### src/rtl/vend_pkg.sv
// Shared vending types: coin values, coin select and dispenser state.
// Used by the change dispenser and the vend FSM.
package vend_pkg;

  localparam int COIN_Q_VAL = 25;
  localparam int COIN_D_VAL = 10;
  localparam int COIN_N_VAL = 5;

  typedef enum logic [1:0] {
    COIN_NONE,
    COIN_Q,
    COIN_D,
    COIN_N
  } coin_e;

  typedef enum logic [2:0] {
    ST_IDLE,
    ST_SELECT,
    ST_PULSE,
    ST_GAP,
    ST_DONE
  } disp_state_e;

  function automatic logic [2:0] coin_onehot(coin_e c);
    logic [2:0] oh;
    oh = 3'b000;
    unique case (c)
      COIN_Q:  oh = 3'b100;
      COIN_D:  oh = 3'b010;
      COIN_N:  oh = 3'b001;
      default: oh = 3'b000;
    endcase
    return oh;
  endfunction

endpackage

### src/rtl/change_dispenser_if.sv
// Change request handshake and completion report between
// the vend FSM (master) and the change dispenser (slave).
interface change_dispenser_if #(
  parameter int AMT_W = 8
) ();

  logic             req_valid;
  logic [AMT_W-1:0] req_amount;
  logic             req_ready;
  logic             done;
  logic             short;
  logic [AMT_W-1:0] rem_amt;

  modport master (
    output req_valid,
    output req_amount,
    input  req_ready,
    input  done,
    input  short,
    input  rem_amt
  );

  modport slave (
    input  req_valid,
    input  req_amount,
    output req_ready,
    output done,
    output short,
    output rem_amt
  );

endinterface

### src/rtl/cycle_timer.sv
// Loadable down-counter that stops at zero.
// One instance times both the eject pulse and the gap.
module cycle_timer #(
  parameter int W = 3
) (
  input  logic         clk,
  input  logic         reset,
  input  logic         load,
  input  logic [W-1:0] load_val,
  output logic         zero,
  output logic         last
);

  logic [W-1:0] cnt;

  always_ff @(posedge clk or posedge reset) begin
    if (reset) begin
      cnt <= '0;
    end else if (load) begin
      cnt <= load_val;
    end else if (cnt != '0) begin
      cnt <= cnt - 1'b1;
    end
  end

  assign zero = (cnt == '0);
  assign last = (cnt == W'(1));

endmodule

### src/rtl/change_dispenser.sv
// Pays out requested change largest coin first, one
// timed solenoid pulse per coin, then reports the unpaid rest.
module change_dispenser
  import vend_pkg::*;
#(
  parameter int AMT_W     = 8,
  parameter int PULSE_CYC = 4,
  parameter int GAP_CYC   = 4
) (
  input  logic                clk,
  input  logic                reset,
  change_dispenser_if.slave   bus,
  input  logic                empty_q,
  input  logic                empty_d,
  input  logic                empty_n,
  output logic                eject_q,
  output logic                eject_d,
  output logic                eject_n,
  output logic                busy
);

  localparam int TMAX =
    (PULSE_CYC > GAP_CYC) ? PULSE_CYC : GAP_CYC;
  localparam int TW = $clog2(TMAX + 1);

  localparam logic [AMT_W-1:0] VAL_Q = AMT_W'(COIN_Q_VAL);
  localparam logic [AMT_W-1:0] VAL_D = AMT_W'(COIN_D_VAL);
  localparam logic [AMT_W-1:0] VAL_N = AMT_W'(COIN_N_VAL);

  disp_state_e      state;
  disp_state_e      state_n;
  logic [AMT_W-1:0] remaining;
  logic [AMT_W-1:0] rem_amt_r;
  logic [2:0]       eject_r;

  logic             tmr_load;
  logic [TW-1:0]    tmr_val;
  logic             tmr_zero;
  logic             tmr_last;
  logic             tmr_expire;

  logic             can_q;
  logic             can_d;
  logic             can_n;
  coin_e            coin;
  logic [AMT_W-1:0] coin_val;

  cycle_timer #(
    .W (TW)
  ) u_timer (
    .clk      (clk),
    .reset    (reset),
    .load     (tmr_load),
    .load_val (tmr_val),
    .zero     (tmr_zero),
    .last     (tmr_last)
  );

  // zero only matters if a timer was loaded with 0
  assign tmr_expire = tmr_last | tmr_zero;

  assign can_q = !empty_q && (remaining >= VAL_Q);
  assign can_d = !can_q && !empty_d &&
                 (remaining >= VAL_D);
  assign can_n = !can_q && !can_d && !empty_n &&
                 (remaining >= VAL_N);

  always_comb begin
    coin     = COIN_NONE;
    coin_val = '0;
    unique case (1'b1)
      can_q: begin
        coin     = COIN_Q;
        coin_val = VAL_Q;
      end
      can_d: begin
        coin     = COIN_D;
        coin_val = VAL_D;
      end
      can_n: begin
        coin     = COIN_N;
        coin_val = VAL_N;
      end
      default: begin
        coin     = COIN_NONE;
        coin_val = '0;
      end
    endcase
  end

  always_ff @(posedge clk or posedge reset) begin
    if (reset) begin
      state <= ST_IDLE;
    end else begin
      state <= state_n;
    end
  end

  always_comb begin
    state_n  = state;
    tmr_load = 1'b0;
    tmr_val  = '0;
    unique case (state)
      ST_IDLE: begin
        if (bus.req_valid) begin
          state_n = ST_SELECT;
        end
      end
      ST_SELECT: begin
        if (coin != COIN_NONE) begin
          state_n  = ST_PULSE;
          tmr_load = 1'b1;
          tmr_val  = TW'(PULSE_CYC);
        end else begin
          state_n = ST_DONE;
        end
      end
      ST_PULSE: begin
        if (tmr_expire) begin
          state_n  = ST_GAP;
          tmr_load = 1'b1;
          tmr_val  = TW'(GAP_CYC);
        end
      end
      ST_GAP: begin
        if (tmr_expire) begin
          state_n = ST_SELECT;
        end
      end
      ST_DONE: begin
        state_n = ST_IDLE;
      end
      default: begin
        state_n = ST_IDLE;
      end
    endcase
  end

  // eject flops rise with the first PULSE cycle
  always_ff @(posedge clk or posedge reset) begin
    if (reset) begin
      remaining <= '0;
      rem_amt_r <= '0;
      eject_r   <= '0;
    end else begin
      unique case (state)
        ST_IDLE: begin
          if (bus.req_valid) begin
            remaining <= bus.req_amount;
            rem_amt_r <= '0;
          end
        end
        ST_SELECT: begin
          if (coin != COIN_NONE) begin
            remaining <= remaining - coin_val;
            eject_r   <= coin_onehot(coin);
          end else begin
            rem_amt_r <= remaining;
          end
        end
        ST_PULSE: begin
          if (tmr_expire) begin
            eject_r <= '0;
          end
        end
        default: begin
        end
      endcase
    end
  end

  assign eject_q = eject_r[2];
  assign eject_d = eject_r[1];
  assign eject_n = eject_r[0];

  assign busy          = (state != ST_IDLE);
  assign bus.req_ready = (state == ST_IDLE);
  assign bus.done      = (state == ST_DONE);
  assign bus.rem_amt   = rem_amt_r;
  assign bus.short     = (rem_amt_r != '0);

endmodule
### src/flat_wrapper.sv
// flat-port wrapper written by rule: the top's interface ports become plain ports
module change_dispenser_flat import vend_pkg::*;
#(
  parameter int AMT_W     = 8,
  parameter int PULSE_CYC = 4,
  parameter int GAP_CYC   = 4
)
  (clk, reset, empty_q, empty_d, empty_n, eject_q, eject_d, eject_n, busy, bus_req_valid, bus_req_amount, bus_req_ready, bus_done, bus_short, bus_rem_amt);
  change_dispenser_if #(.AMT_W(AMT_W)) bus_i ();
  input  logic clk;
  input  logic reset;
  input  logic empty_q;
  input  logic empty_d;
  input  logic empty_n;
  output logic eject_q;
  output logic eject_d;
  output logic eject_n;
  output logic busy;
  input wire logic [$bits(bus_i.req_valid)-1:0] bus_req_valid;
  input wire logic [$bits(bus_i.req_amount)-1:0] bus_req_amount;
  output wire logic [$bits(bus_i.req_ready)-1:0] bus_req_ready;
  output wire logic [$bits(bus_i.done)-1:0] bus_done;
  output wire logic [$bits(bus_i.short)-1:0] bus_short;
  output wire logic [$bits(bus_i.rem_amt)-1:0] bus_rem_amt;
  assign bus_i.req_valid = bus_req_valid;
  assign bus_i.req_amount = bus_req_amount;
  assign bus_req_ready = bus_i.req_ready;
  assign bus_done = bus_i.done;
  assign bus_short = bus_i.short;
  assign bus_rem_amt = bus_i.rem_amt;
  change_dispenser #(.AMT_W(AMT_W), .PULSE_CYC(PULSE_CYC), .GAP_CYC(GAP_CYC)) u_core (.clk(clk), .reset(reset), .bus(bus_i), .empty_q(empty_q), .empty_d(empty_d), .empty_n(empty_n), .eject_q(eject_q), .eject_d(eject_d), .eject_n(eject_n), .busy(busy));
endmodule
### config.mk
export PLATFORM = sky130hd
export DESIGN_NAME = change_dispenser_flat
export DESIGN_NICKNAME = d
export VERILOG_FILES = /design/src/rtl/vend_pkg.sv /design/src/rtl/change_dispenser_if.sv /design/src/rtl/cycle_timer.sv /design/src/rtl/change_dispenser.sv /design/src/flat_wrapper.sv
export SDC_FILE = /design/constraint.sdc
export NUM_CORES = 1
export LEC_CHECK = 0
export CORE_ASPECT_RATIO = 1.5
export CORE_MARGIN = 3
export CORE_UTILIZATION = 47
export DETAILED_ROUTE_END_ITERATION = 10
export PLACE_DENSITY_LB_ADDON = 0.1
export SYNTH_ARGS = -nofsm -noshare
export SYNTH_HDL_FRONTEND = slang
export SYNTH_SLANG_ARGS = --single-unit
### constraint.sdc
create_clock -name clk -period 3 [get_ports clk]
set_clock_uncertainty 0.05 [all_clocks]
set_input_delay 0.75 -clock clk [delete_from_list [all_inputs] [get_ports clk]]
set_output_delay 0.75 -clock clk [all_outputs]
set_load 0.01 [all_outputs]
==> results of run 1 <==
## worst max-delay path by stage
stage	startpoint	to
finish	u_core.remaining[7]	u_core.remaining[4]
global route	u_core.remaining[7]	u_core.remaining[6]
CTS	empty_d	u_core.remaining[4]
detailed placement	empty_q	u_core.remaining[7]
global placement	empty_q	u_core.remaining[7]
floorplan	empty_q	u_core.remaining[4]
## state kept, by name (all words and copies together) (netlist names)
signal and count:
u_core.bus.rem_amt 8, u_core.eject_r 3, u_core.remaining 8, u_core.state 3
u_core.u_timer.cnt 3
## area by class of cell
cell class / count / area share, %
multi-input combinational: 130 / 43.8
sequential: 25 / 29.4
inverter: 7 / 1.23
clock buffer: 4 / 2.11
timing repair buffer: 49 / 21.1
tap: 40 / 2.35
## per-stage QoR
stage | worst slack, ns | std cells
floorplan | 0.0819 | 166
global placement | -0.378 | 249
detailed placement | -0.527 | 249
CTS | 0.0458 | 253
global route | -0.0168 | 255
finish | 0.125 | 255
## kinds of logic (layout without fill, tap and decap cells)
kind of cell	Yosys count	in the layout	share of synthesized area (%)
DFF	25	25	39.9
xor gates and xnor gates	3	3	1.67
buffers and inverters	11	60	3.11
and+or+nand+nor	63	63	19.7
AOI/OAI and AO/OA	47	47	22.3
muxes	9	9	6.46
adders and majority gates	8	8	6.86
## layout by cell type, fill, tap and decap left out, types with 2 or more instances in the layout
| master | count |
|---|---|
| clkdlybuf4s50_1 | 25 |
| nand2_1 | 28 |
| o21ai_1 | 9 |
| o22ai_1 | 2 |
| nor4_1 | 2 |
| a21oi_2 | 3 |
| nor2b_1 | 2 |
| clkbuf_8 | 3 |
| dlygate4sd2_1 | 2 |
| nand3_1 | 2 |
| nand2b_1 | 2 |
| mux2_1 | 8 |
| o21ai_0 | 8 |
| dfrtp_1 | 24 |
| buf_4 | 20 |
| nor3_1 | 4 |
| a21oi_1 | 2 |
| ha_1 | 6 |
| o21a_1 | 3 |
| o21ai_2 | 3 |
| inv_1 | 7 |
| a31oi_1 | 2 |
| nand3b_1 | 3 |
| xnor2_1 | 2 |
| nor2_1 | 14 |
## report_power, final
| group | total [µW] | internal, µW | switching (µW) |
|---|---|---|---|
| Combinational | 1540 | 780 | 763 |
| Clock | 201 | 95.0 | 106 |
| Sequential | 678 | 495 | 183 |
| Total | 2420 | 1370 | 1050 |
## repair_timing
| item | 4_1_cts | 5_1_grt |
|---|---|---|
| buffers inserted | 0 | 2 |
| endpoints found under the setup margin | 6 | 2 |
| pin swaps | 0 | 6 |
| gates resized for setup | 9 | 5 |
## metal layers
metal,share of wire [%],up-vias
met5,0,-
met1,40,713
li1,-,690
met2,55,34
met4,1.5,0
met3,3.3,6
## worst reg2reg max path, cell delays in order, from the launching register on
cell,delay [ns]
dfrtp_1,0.46
nor4_4,0.37
nand2_2,0.11
a21oi_2,0.17
nand2_1,0.09
nand2_1,0.08
ha_2,0.18
inv_1,0.06
fa_2,0.34
a21o_1,0.19
a21oi_2,0.15
xor2_1,0.14
o21ai_0,0.08
mux2_1,0.29
==> results.py, run 1 <==
metrics = {
    "sta": {
        "slew_headroom_pct": 60.7,
        "worstMarginPinSlew_ns": 0.589,
        "finalCriticalPeriod_ns": 2.88,
        "max_freq_mhz": 348,
        "period_share_pct": 95.8,
        "finalSetupViolCount": 0,
        "setup_tns_ns": 0,
        "finalHoldViolations": 0,
        "drv_slew": 0,
        "timing.hold.ws_ns": 0.447,
    },
    "worst_setup_path": {
        "cp_max_fo": 4,
        "crit_buf_inv": 1,
        "r2r-end": "u_core.remaining[4]",
        "cp_slowest_stage_delay_ns": 0.46,
        "cp_num_cells": 13,
        "cp_cell_sequence": "nor4_4 > nand2_2 > a21oi_2 > nand2_1 > nand2_1 > ha_2 > inv_1 > fa_2 > a21o_1 > a21oi_2 > xor2_1 > o21ai_0 > mux2_1",
        "crit_family": "simple AND/OR/NAND/NOR gates",
        "r2r_slack_ns": 0.12,
        "crit_required_ns": 3.10,
        "cp-end-kind": "register",
        "worstRegToRegCells": 13,
        "critPathKind": "register to register",
        "critPathLaunchType": "register",
        "reg2reg_from": "u_core.remaining[7]",
        "cp_slowest_cell": "dfrtp_1",
        "arrival_ns": 2.98,
    },
    "job": {
        "maxCapViolCount": 0,
    },
    "placed_design": {
        "port_buffers": 28,
        "dpl_cell_area_um2": 2030,
        "gp_congestion": 0.901,
        "hpwlAfterDp_um": 2960,
    },
    "clock_tree": {
        "cts-root-buf": "clkbuf_8",
        "htreeDepth": 1,
        "cts_tree": "built",
        "clock-sinks": 25,
        "path_clk_slew_ns": 0.09,
        "cts_buffers": 3,
        "clockBufferDepth": 2,
        "clock_latency_ns": 0.27,
        "cts_hold_buf": 0,
    },
    "floorplanning": {
        "initial_core_util_pct": 49.2,
        "die_y_um": 76.8,
        "dieArea_um2": 4080,
        "rows": 25,
        "die_w_um": 53.2,
        "io_pins": 29,
        "core_um2": 3190,
    },
    "layout": {
        "final_layout_size_suffix_gt1_share_pct": 20.9,
        "design_area_um2": 2130,
        "nFillCells": 282,
        "regArea_um2": 627,
        "finish.utilization_pct": 66.9,
        "fin_nets": 238,
        "multi_input_area_um2": 935,
        "syn_to_final_growth_pct": 36.0,
        "diodes": 0,
    },
    "logic_synthesis": {
        "yosysMostFrequentCell": "nand2_1",
        "async_reset_ff_share_pct": 100,
        "synth_top_flop_cell": "dfrtp_1",
        "ys_types": 47,
        "yosys-top-cells-area": "dfrtp_1, nand2_1, mux2_1",
        "yosysTopAreaCell": "dfrtp_1",
        "syn_inst": 166,
        "ys_top_cells_by_count": "nand2_1, dfrtp_1, nor2_1, o21ai_0, o21ai_1",
        "synth_fp_nets": 188,
        "ys_seq_elements": 25,
        "yosysTopAreaCellShare_pct": 39.9,
        "netlist_area_um2": 1570,
        "syn_area_per_cell_um2": 9.45,
        "yosysSeqAreaShare_pct": 39.9,
        "yosysWarnings": 0,
        "synth_edf_count": 0,
    },
    "grt": {
        "use_met2_pct": 38.6,
        "grt_use_met3_pct": 2.33,
        "globalRouteMet1Util_pct": 24.3,
        "grt.overflow.total": 0,
        "grt_use_total_pct": 21.1,
        "grt_max_degree": 26,
        "grt_pass1_wl_um": 6620,
        "grt_pass1_vias": 1457,
        "antenna_found_initial": 0,
        "busiest_layer": "met2",
    },
    "worst_hold_path": {
        "hold_class": "register to register",
        "hold_depth": 1,
        "worstHoldEndpoint": "u_core.eject_r[2]",
        "hold_path.startpoint": "u_core.eject_r[2]",
    },
    "power": {
        "p_total_uw": 2420,
        "max-vdd-ir-drop_mv": 0.631,
        "powerDensity_nw_per_um2": 1140,
        "p_leak_uw": 0.000907,
    },
    "outcome": {
        "outcome": "complete, no violations",
    },
    "drt": {
        "dr.pass1.iters": 4,
        "post_drt_wl_per_cell_um": 15.7,
        "routed_wirelength_um": 4000,
        "drtIter0Drc": 49,
        "via_per_inst": 5.66,
        "ant_nets": 0,
        "drc": 0,
        "vias": 1443,
    },
}
Note: power is estimated with default switching activity, not from simulation.
==> run 2, diff against run 1 <==
==> constraint.sdc (replaced) <==
create_clock -name clk -period 2.6 [get_ports clk]
set_clock_uncertainty 0.05 [all_clocks]
set_input_delay 0.52 -clock clk [delete_from_list [all_inputs] [get_ports clk]]
set_output_delay 0.52 -clock clk [all_outputs]
set_load 0.01 [all_outputs]
==> run 2 against run 1 <==
Compared with the run above:
- clock power grew 15%
- worst setup slack got worse by 0.31 ns
- largest power group unchanged
- the run now ends with negative setup slack left
- first-iteration DRC count down 69%
- critical path type unchanged
- via count increased by 4.9%
==> results.py, run 2 (synthesized netlist as in run 1, its figures left out) <==
metrics = {
    "clock_tree": {
        "cts_buffers": 3,
        "cts_hold_buf": 0,
        "htreeDepth": 1,
        "cts_tree": "built",
        "clock-sinks": 25,
        "clockBufferDepth": 2,
        "clock_latency_ns": 0.27,
        "cts-root-buf": "clkbuf_8",
        "path_clk_slew_ns": 0.08,
    },
    "worst_setup_path": {
        "reg2reg_from": "u_core.remaining[6]",
        "cp_max_fo": 4,
        "crit_top_cell": "buf_4",
        "cp-end-kind": "register",
        "critPathLaunchType": "register",
        "critPathKind": "register to register",
        "cp_slowest_stage_delay_ns": 0.43,
        "arrival_ns": 2.89,
        "r2r_slack_ns": -0.18,
        "cp_cell_sequence": "nor4_4 > nand2_2 > buf_4 > buf_4 > nand3b_1 > ha_1 > nor2b_1 > o31ai_2 > a21oi_2 > nor4b_1 > o22ai_1",
        "cp_slowest_cell": "dfrtp_2",
        "startpoint": "u_core.remaining[6]",
        "cp-endpoint": "u_core.remaining[7]",
        "r2r-end": "u_core.remaining[7]",
        "crit_required_ns": 2.70,
        "worstRegToRegCells": 11,
    },
    "worst_hold_path": {
        "hold_class": "register to register",
    },
    "grt": {
        "grt_max_degree": 21,
        "antenna_found_initial": 0,
        "grt.overflow.total": 0,
        "grt_pass1_vias": 1571,
        "grt_use_total_pct": 22.3,
        "grt_pass1_wl_um": 6890,
    },
    "sta": {
        "period_share_pct": 107,
        "worstMarginPinSlew_ns": 0.775,
        "slew_headroom_pct": 48.3,
        "finalSetupViolCount": 6,
        "drv_slew": 0,
        "finalHoldViolations": 0,
        "rsz0062_at_grt": "true",
        "finalCriticalPeriod_ns": 2.78,
        "fin_ws_ns": -0.184,
        "max_freq_mhz": 359,
    },
    "layout": {
        "syn_to_final_growth_pct": 46.0,
        "fin_nets": 254,
        "final_common_cell": "buf_4",
        "design_area_um2": 2290,
        "diodes": 0,
        "final_layout_size_suffix_gt1_share_pct": 29.4,
        "final_cell_mix": "buf_4, nand2_1, clkdlybuf4s50_1",
    },
    "floorplanning": {
        "die_y_um": 76.8,
        "dieArea_um2": 4080,
        "rows": 25,
        "core_um2": 3190,
        "initial_core_util_pct": 49.2,
        "io_pins": 29,
        "die_w_um": 53.2,
    },
    "drt": {
        "vias": 1513,
        "dr.pass1.iters": 4,
        "routed_wirelength_um": 4150,
        "ant_nets": 0,
        "drc": 0,
        "drtIter0Drc": 15,
        "via_per_inst": 5.58,
        "post_drt_wl_per_cell_um": 15.3,
    },
    "placed_design": {
        "place_ws_ns": -0.481,
        "hpwlAfterDp_um": 3240,
        "port_buffers": 28,
        "gp_congestion": 0.827,
        "dpl_cell_area_um2": 2150,
    },
    "outcome": {
        "outcome": "finished with violations",
        "violations": "negative setup slack",
    },
    "power": {
        "powerDensity_nw_per_um2": 1330,
        "max-vdd-ir-drop_mv": 0.888,
        "p_leak_uw": 0.00101,
        "p_total_uw": 3040,
    },
    "job": {
        "maxCapViolCount": 0,
    },
}
run 2: cell count changes in the layout (fill, tap and decap cells not counted), moves of 2 or more:
cell,change
buf_4,+15
o21ai_1,+4
o21ai_0,-3
clkdlybuf4s50_1,+2
mux2_1,-3
mux2_4,+4
dlygate4sd2_1,-2
buf_6,+2
run 2: area by class of cell:
cell class | count | area [µm²]
Sequential cell | 25 | 628
Fill cell | 258 | 900
Inverter | 7 | 26.3
Multi-Input combinational cell | 130 | 972
Timing Repair Buffer | 65 | 568
Clock inverter | 1 | 5.00
Clock buffer | 3 | 41.3
Tap cell | 40 | 50.0
run 2: power breakdown:
group	switching [µW]	leakage [µW]	internal [µW]
combinational	936	0.000666	1090
sequential	207	0.000314	573
clock	124	0.0000255	107
run 2: worst min path at each step:
stage / endpoint / start / cells past startpoint / slack [ns]
6_report: u_core.eject_r[0] / u_core.eject_r[0] / 1 / 0.45
4_1_cts: u_core.eject_r[0] / u_core.eject_r[0] / 1 / 0.46
5_1_grt: u_core.eject_r[0] / u_core.eject_r[0] / 1 / 0.49
3_3_place_gp: u_core.eject_r[0] / u_core.eject_r[0] / 1 / 0.43
3_5_place_dp: u_core.eject_r[1] / u_core.eject_r[1] / 1 / 0.43
2_1_floorplan: u_core.state[0] / u_core.state[2] / 1 / 0.43
run 2: stage by stage:
step                      cells  hold WS, ns  TNS (ns)  util, %
final                       271        0.446    -0.724     71.8
after global routing        271        0.486     -1.50     71.8
after CTS                   269        0.456    -0.680     70.6
after detailed placement    263        0.432     -2.87     67.3
after global placement      263        0.426     -2.26     67.3
after floorplan             166        0.429    -0.322        -
run 2: repair_timing:
action | 4_1_cts | 5_1_grt
gates resized for setup | 11 | 7
gates cloned | 0 | 0
setup buffers | 3 | 2
setup endpoints to repair | 7 | 7
pin swaps | 9 | 6
run 2: per-layer routing:
layer / GRT usage, % / wire, µm / vias up / part of all wire, %
met5: 0 / 0 / - / 0
met4: 10.7 / 152 / 0 / 3.7
met3: 2.72 / 160 / 13 / 3.9
met2: 40.4 / 2260 / 38 / 55
met1: 24.2 / 1570 / 735 / 38
li1: - / - / 727 / -
run 2: critical path, delay by kind of cell, from the launching register on:
kind                       cells  cell delay (ns)
and+or+nand+nor                5             1.06
DFF                            1             0.43
adders and majority gates      1             0.24
AOI/OAI and AO/OA              3             0.57
buffers and inverters          2             0.31
==> run 3, diff against run 2 <==
CAP_MARGIN = 20   (was unset)
CORE_UTILIZATION = 37   (was 47)
TNS_END_PERCENT = 20   (was unset)
==> run 3 against run 2 <==
Compared with the run above:
- the flow still finishes with violations (negative setup slack)
- total power decreased by 0.89%
- worst setup slack improved by 0.0071 ns
- first-iteration DRC count increased to 3.1 times the previous value
- core utilization is 15 points lower
- sequential power fell by 2%
- sequential cell count unchanged
- critical path type is now input port to register
- largest cell class unchanged
- highest routed layer unchanged
==> results.py, run 3 (synthesized netlist as in run 1, its figures left out) <==
metrics = {
    "clock_tree": {
        "htreeDepth": 1,
        "clock_latency_ns": 0.28,
        "path_clk_slew_ns": 0.09,
        "cts_tree": "built",
        "cts_buffers": 3,
        "clockBufferDepth": 2,
        "clock-sinks": 25,
        "cts-root-buf": "clkbuf_8",
        "cts_hold_buf": 0,
    },
    "sta": {
        "drv_slew": 0,
        "setup_tns_ns": -0.609,
        "worstMarginPinSlew_ns": 0.423,
        "finalCriticalPeriod_ns": 2.78,
        "finalSetupViolCount": 7,
        "rsz0062_at_grt": "true",
        "fin_ws_ns": -0.177,
        "timing.hold.ws_ns": 0.448,
        "finalHoldViolations": 0,
        "slew_headroom_pct": 71.7,
        "max_freq_mhz": 360,
        "period_share_pct": 107,
    },
    "worst_setup_path": {
        "reg2reg_from": "u_core.remaining[7]",
        "cp-end-kind": "register",
        "critPathLaunchType": "input port",
        "cp_max_fo": 3,
        "r2r_slack_ns": -0.16,
        "critPathKind": "input port to register",
        "crit_required_ns": 2.72,
        "arrival_ns": 2.89,
        "worstRegToRegCells": 14,
        "r2r-end": "u_core.remaining[4]",
    },
    "layout": {
        "syn_to_final_growth_pct": 45.5,
        "nFillCells": 370,
        "final_layout_size_suffix_gt1_share_pct": 28.3,
        "final_common_cell": "buf_4",
        "finish.utilization_pct": 56.7,
        "fin_nets": 256,
        "final_cell_mix": "buf_4, clkdlybuf4s50_1, nand2_1",
        "fin_cells": 278,
        "diodes": 0,
    },
    "outcome": {
        "violations": "negative setup slack",
        "outcome": "finished with violations",
    },
    "grt": {
        "globalRouteMet1Util_pct": 20.2,
        "use_met2_pct": 32.6,
        "grt.overflow.total": 0,
        "antenna_found_initial": 0,
        "grt_pass1_vias": 1565,
        "grt_pass1_wl_um": 7160,
        "grt_use_total_pct": 18.3,
        "grt_max_degree": 26,
        "busiest_layer": "met2",
        "grt_use_met3_pct": 2.56,
    },
    "drt": {
        "ant_nets": 0,
        "vias": 1505,
        "post_drt_wl_per_cell_um": 14.8,
        "routed_wirelength_um": 4110,
        "via_per_inst": 5.41,
        "drc": 0,
        "drtIter0Drc": 46,
        "dr.pass1.iters": 4,
    },
    "floorplanning": {
        "dieArea_um2": 5070,
        "io_pins": 29,
        "rows": 28,
        "die_y_um": 85.8,
        "core_um2": 4030,
        "die_w_um": 59.2,
        "initial_core_util_pct": 38.9,
    },
    "placed_design": {
        "placed_cells": 272,
        "hpwlAfterDp_um": 3300,
        "port_buffers": 28,
        "gp_congestion": 0.859,
    },
    "power": {
        "p_leak_uw": 0.000993,
        "powerDensity_nw_per_um2": 1320,
        "max-vdd-ir-drop_mv": 0.768,
        "p_sw_uw": 1240,
        "swShare_pct": 41.1,
        "p_total_uw": 3010,
        "internal-power_uw": 1770,
        "p_comb_share_pct": 66.6,
        "power.share.sequential_pct": 25.3,
        "power_frac_clock_pct": 8.0,
    },
    "worst_hold_path": {
        "worstHoldEndpoint": "u_core.eject_r[0]",
        "hold_class": "register to register",
        "hold_depth": 1,
        "hold_path.startpoint": "u_core.eject_r[0]",
    },
    "job": {
        "maxCapViolCount": 0,
    },
}
## run 3: critical path: stages
cell and delay, ns:
clkdlybuf4s50_1 0.49, nand3b_1 0.14, nor2_1 0.09, a21oi_4 0.15, nand2_2 0.07, nand2_1 0.07
ha_2 0.19, inv_2 0.04, fa_2 0.35, a21o_1 0.19, a21oi_2 0.13, xor2_1 0.15
o21ai_1 0.07, mux2_4 0.25
## run 3: worst max path at each step
stage,from,endpoint,slack [ns],depth (start not counted)
finish,empty_q,u_core.remaining[4],-0.18,14
global placement,empty_q,u_core.remaining[4],-0.43,14
floorplan,u_core.remaining[6],u_core.remaining[4],-0.22,13
detailed placement,empty_q,u_core.remaining[4],-0.49,14
CTS,u_core.remaining[7],u_core.remaining[4],-0.20,13
global route,u_core.remaining[7],u_core.remaining[4],-0.34,14
## run 3: power by group through the flow
stage / Clock [µW] / Combinational (µW) / Sequential (µW)
after floorplan: 0 / 1020 / 780
after global routing: 268 / 2220 / 801
after CTS: 252 / 2020 / 766
after detailed placement: 0 / 1920 / 769
final: 241 / 2010 / 763
after global placement: 0 / 1880 / 765
## run 3: layout make-up
class	instances	area, µm²	share of cell area (%)
clock inverter	1	5.00	0.219
clock buffer	3	41.3	1.81
sequential	25	629	27.6
multi-input combinational	130	940	41.2
inverter	7	26.3	1.15
timing repair buffer	67	586	25.6
tap	45	56.3	2.47
## run 3: metrics by stage
stage / setup slack, ns / cell area [µm²]
global placement: -0.434 / 2180
CTS: -0.202 / 2280
detailed placement: -0.488 / 2180
finish: -0.177 / 2280
global route: -0.341 / 2280
floorplan: -0.220 / 1590
## run 3: metal layers
metal	vias to the layer above	routed length, µm
met2	38	2230
met5	-	0
met1	728	1600
met3	10	166
li1	729	-
met4	0	119
## run 3: what timing repair did
action | in CTS | in global routing
endpoints found under the setup margin | 7 | 7
pin swaps | 8 | 1
hold endpoints to repair | 0 | 0
buffers inserted | 2 | 0
gates resized for setup | 5 | 3
